File: src/rtl/pipeline_control.sv
// pipeline_control: run/step/halt sequencing plus load-use stall and branch flush control for a 5-stage pipeline.
module pipeline_control #(
    parameter int REG_ADDR_WIDTH = 5,
    parameter int CNT_WIDTH      = 32,
    parameter int DRAIN_CYCLES   = 4
) (
    input  logic                      clk,
    input  logic                      reset,
    input  logic                      run_cmd,
    input  logic                      step_cmd,
    input  logic                      stop_cmd,
    input  logic [REG_ADDR_WIDTH-1:0] id_rs,
    input  logic [REG_ADDR_WIDTH-1:0] id_rt,
    input  logic                      id_halt,
    input  logic                      ex_mem_read,
    input  logic [REG_ADDR_WIDTH-1:0] ex_rt,
    input  logic                      mem_branch_taken,
    output logic                      pipe_en,
    output logic                      pc_write,
    output logic                      ifid_write,
    output logic                      ifid_flush,
    output logic                      idex_flush,
    output logic                      exmem_flush,
    output logic                      halted,
    output logic [CNT_WIDTH-1:0]      cycle_count
);
    localparam int DW = $clog2(DRAIN_CYCLES + 1);
    localparam logic [DW-1:0] DRAIN_LAST = DW'(DRAIN_CYCLES - 1);

    typedef enum logic [2:0] {IDLE, RUN, STEP, DRAIN, HALTED} state_t;

    state_t              r_state, w_next;
    logic [DW-1:0]       r_drain;
    logic [CNT_WIDTH-1:0] r_cycle_count;
    logic                w_active, w_drain, w_hazard, w_branch, w_stall, w_halt_acc;

    always_ff @(posedge clk) begin
        if (reset) begin
            r_state       <= IDLE;
            r_drain       <= '0;
            r_cycle_count <= '0;
        end else begin
            r_state       <= w_next;
            r_drain       <= (r_state == DRAIN) ? r_drain + DW'(1) : '0;
            r_cycle_count <= pipe_en ? r_cycle_count + CNT_WIDTH'(1) : r_cycle_count;
        end
    end

    always_comb begin
        w_next = r_state;
        case (r_state)
            IDLE:    w_next = run_cmd ? RUN : (step_cmd ? STEP : IDLE);
            RUN:     w_next = w_halt_acc ? DRAIN : (stop_cmd ? IDLE : RUN);
            STEP:    w_next = w_halt_acc ? DRAIN : IDLE;
            DRAIN:   w_next = (r_drain == DRAIN_LAST) ? HALTED : DRAIN;
            HALTED:  w_next = HALTED;
            default: w_next = IDLE;
        endcase
    end

    // Reset also masks every output so nothing is enabled while it is held.
    always_comb begin
        w_active    = (r_state == RUN || r_state == STEP) && !reset;
        w_drain     = (r_state == DRAIN) && !reset;
        w_hazard    = ex_mem_read && (ex_rt != '0) && (ex_rt == id_rs || ex_rt == id_rt);
        w_branch    = (w_active || w_drain) && mem_branch_taken;
        w_stall     = (w_active || w_drain) && w_hazard && !mem_branch_taken;
        w_halt_acc  = w_active && id_halt && !w_stall && !w_branch;
        pipe_en     = w_active || w_drain;
        pc_write    = w_active && !w_stall;
        ifid_write  = w_drain || (w_active && !w_stall);
        ifid_flush  = w_drain || w_branch;
        idex_flush  = w_branch || w_stall;
        exmem_flush = w_branch;
        halted      = (r_state == HALTED) && !reset;
    end

    assign cycle_count = r_cycle_count;
endmodule

File: config.mk
export PLATFORM = sky130hd
export DESIGN_NAME = pipeline_control
export DESIGN_NICKNAME = d
export VERILOG_FILES = /design/src/rtl/pipeline_control.sv
export SDC_FILE = /design/constraint.sdc
export NUM_CORES = 1
export LEC_CHECK = 0
export BUFFER_PORTS_ARGS = -buffer_cell sky130_fd_sc_hd__buf_4
export CORE_MARGIN = 10
export CORE_UTILIZATION = 48
export CTS_BUF_LIST = sky130_fd_sc_hd__clkbuf_4 sky130_fd_sc_hd__clkbuf_8
export DETAILED_ROUTE_END_ITERATION = 10
export PLACE_DENSITY = 0.86
export SETUP_SLACK_MARGIN = 0.3
export SKIP_CTS_REPAIR_TIMING = 1
export SLEW_MARGIN = 30
export SYNTH_ARGS = -nofsm -noshare
export SYNTH_HDL_FRONTEND = slang
export SYNTH_SLANG_ARGS = --single-unit
File: constraint.sdc
create_clock -name clk -period 1.8 [get_ports clk]
set_input_delay 0.36 -clock clk [delete_from_list [all_inputs] [get_ports clk]]
set_output_delay 0.36 -clock clk [all_outputs]
set_load 0.02 [all_outputs]
==> qor.yml <==
gp_congestion: 0.762
layout_setup_ws_ns: -0.115
drt_iter0_drc: 153
p_leak_nw: 1.46
pin_count: 62
muxShareOfSynthArea_pct: 0.568
grt_max_degree: 39
routed_via_density: 5.67
period_share_pct: 106
power.density_mw_per_mm2: 551
reg2regPathDepth: 6
criticalPathCategory: "in -> out"
synth_ff_type: "dfxtp_1"
clockRootBuffer: "clkbuf_8"
cts_buffers: 5
fp.dieW_um: 84.3
tightest_slew_ns: 0.438
netlist_top_cells_area: "dfxtp_1, xor2_1, nor2_1"
hold_ws_ns: 0.343
yosysTopAreaCell: "dfxtp_1"
htree_levels: 2
timing.final.crit_period_ns: 1.91
grt_pass1_wl_um: 8870
num-nets-final: 353
fin_skew_ns: 0.00979
cap_violations: 0
setup_violations: 4
rsz0062_at_grt: "true"
synthAdderAreaFrac_pct: 1.89
synth-simple-area-share_pct: 31.4
start_util_pct: 49.5
die_h_um: 84.3
ys_async_sr_fraction_pct: 0
seq_area_frac_synth_pct: 38.4
grt_overflow_total: 0
clk_path_buf_depth: 2
hp-class: "in -> reg"
clk_pin_slew_ns: 0.08
synthDominantCellAreaShare_pct: 38.4
cts.sinks: 38
synth-compound-area-share_pct: 9.60
outcome: "complete, but fails checks"
hold_viol_final: 0
synth_xor_area_share_pct: 12.8
syn_nets: 262
end_kind: "primary output"
final_cells: 378
violations: "setup timing"
syn_avg_cell_area_sq_um: 8.40
r2r_start: "r_drain[0]"
syn_inst: 236
endpoint: "idex_flush"
rrSetupSlack_ns: 0.05
final_max_slew_viol_count: 0
synth_edf_count: 0
fmax_ghz: 0.522
postPlaceCellArea_sq_mm: 0.00272
antenna_found_initial: 0
diodes: 0
synthToLayoutAreaGrowth_pct: 63.3
power.total_mw: 1.78
stdcell_area_sq_mm: 0.00324
grt_pass1_vias: 1915
drtAntennaViolNets: 0
dp_hpwl_um: 4100
arrival_ns: 1.55
critPathLaunch: "ex_rt[1]"
grt_use_total_pct: 14.7
cp-start-kind: "primary input"
core_region_area_sq_mm: 0.00400
r2r_end: "r_state[0]"
peakVddDrop_v: 0.000456
hold_start: "step_cmd"
cp_max_fo: 3
relSlewSlack_pct: 70.8
yosysWarnings: 0
port_buffers: 61
drt_wl_total_um: 6990
die-area_sq_mm: 0.00710
cts_tree: "done"
worstSkewPairLatency_ns: 0.31
detail_route.first_pass.iterations: 5
drc: 0
drive_above_1_share_pct: 54.0
synth_top_family_by_area: "simple AND/OR/NAND/NOR gates"
ys_seq_elements: 38
syn-cell-area_sq_mm: 0.00198
rows: 23
wl_per_cell_um: 18.5
layout_commonest_cell: "buf_4"
dp_cells: 354
mostFrequentLayoutCells: "buf_4, nor2_1, buf_6"
crit_required_ns: 1.44
synth_cell_types: 38
route.vias.total: 2145
==> where the power goes <==
group,internal (mW),switching [mW],leakage (nW)
clock,0.324,0.323,0.0517
combinational,0.142,0.140,1.09
sequential,0.844,0.00888,0.318
total,1.31,0.472,1.46
==> area by class of cell <==
class | instances | area [sq um]
clock buffer | 7 | 90.1
fill | 230 | 763
timing repair buffer | 93 | 791
tap | 50 | 62.6
inverter | 7 | 31.3
clock inverter | 1 | 5.00
sequential | 38 | 796
multi-input combinational | 182 | 1460
==> stage by stage <==
| stage | setup TNS (ns) | util, % | setup slack, ns |
|---|---|---|---|
| finish | -0.334 | 80.9 | -0.115 |
| CTS | -0.448 | 70.4 | -0.150 |
| floorplan | 0 | - | 0.0762 |
| global route | -0.509 | 80.9 | -0.146 |
| detailed placement | -0.343 | 68.0 | -0.149 |
| global placement | -0.273 | 68.0 | -0.135 |
==> cells in the mapped netlist, types with 2 or more instances <==
cell type and number:
nor3_1 7, buf_2 3, xor2_1 18, dfxtp_1 38
clkbuf_1 2, a221oi_1 2, nor4_1 6, and4_1 3
nand4_1 6, ha_1 3, a21oi_1 16, and3_1 2
o21ai_0 14, or3_1 11, nand3_1 16, nand2_1 15
nor2_1 33, buf_6 5, xnor2_1 11, inv_1 7
==> worst max-delay path: stages <==
cell and delay, ns:
buf_8 0.10, or4_4 0.54, o21ai_4 0.17, nor2_1 0.06
o21a_2 0.20, buf_6 0.13
==> layer usage <==
layer  up-vias  routed length (um)  GRT usage [%]
met5         -                   0              0
met4         0                 247           7.76
met3        23                 659           4.35
met2       103                3600           25.0
met1      1006                2480           16.2
li1       1013                   -              -
==> cell families after synthesis <==
kind of cell / after synthesis
AND/OR/NAND/NOR: 113
XOR/XNOR: 29
AO/OA/AOI/OAI: 35
flip-flops: 38
buffers and inverters: 17
multiplexers: 1
adder cells (fa/ha/maj): 3
==> registers in the layout, summed over array words and instances, names as in the netlist <==
register     cells
r_drain          3
cycle_count     32
r_state          3
==> worst min-delay path by stage <==
stage | to | slack, ns | cells after the start
floorplan | r_drain[0] | 0.40 | 1
global route | r_state[1] | 0.37 | 3
detailed placement | r_drain[0] | 0.41 | 1
finish | r_state[1] | 0.34 | 3
CTS | r_state[1] | 0.35 | 3
global placement | r_drain[0] | 0.41 | 1
(Power assumes the default switching activity.)
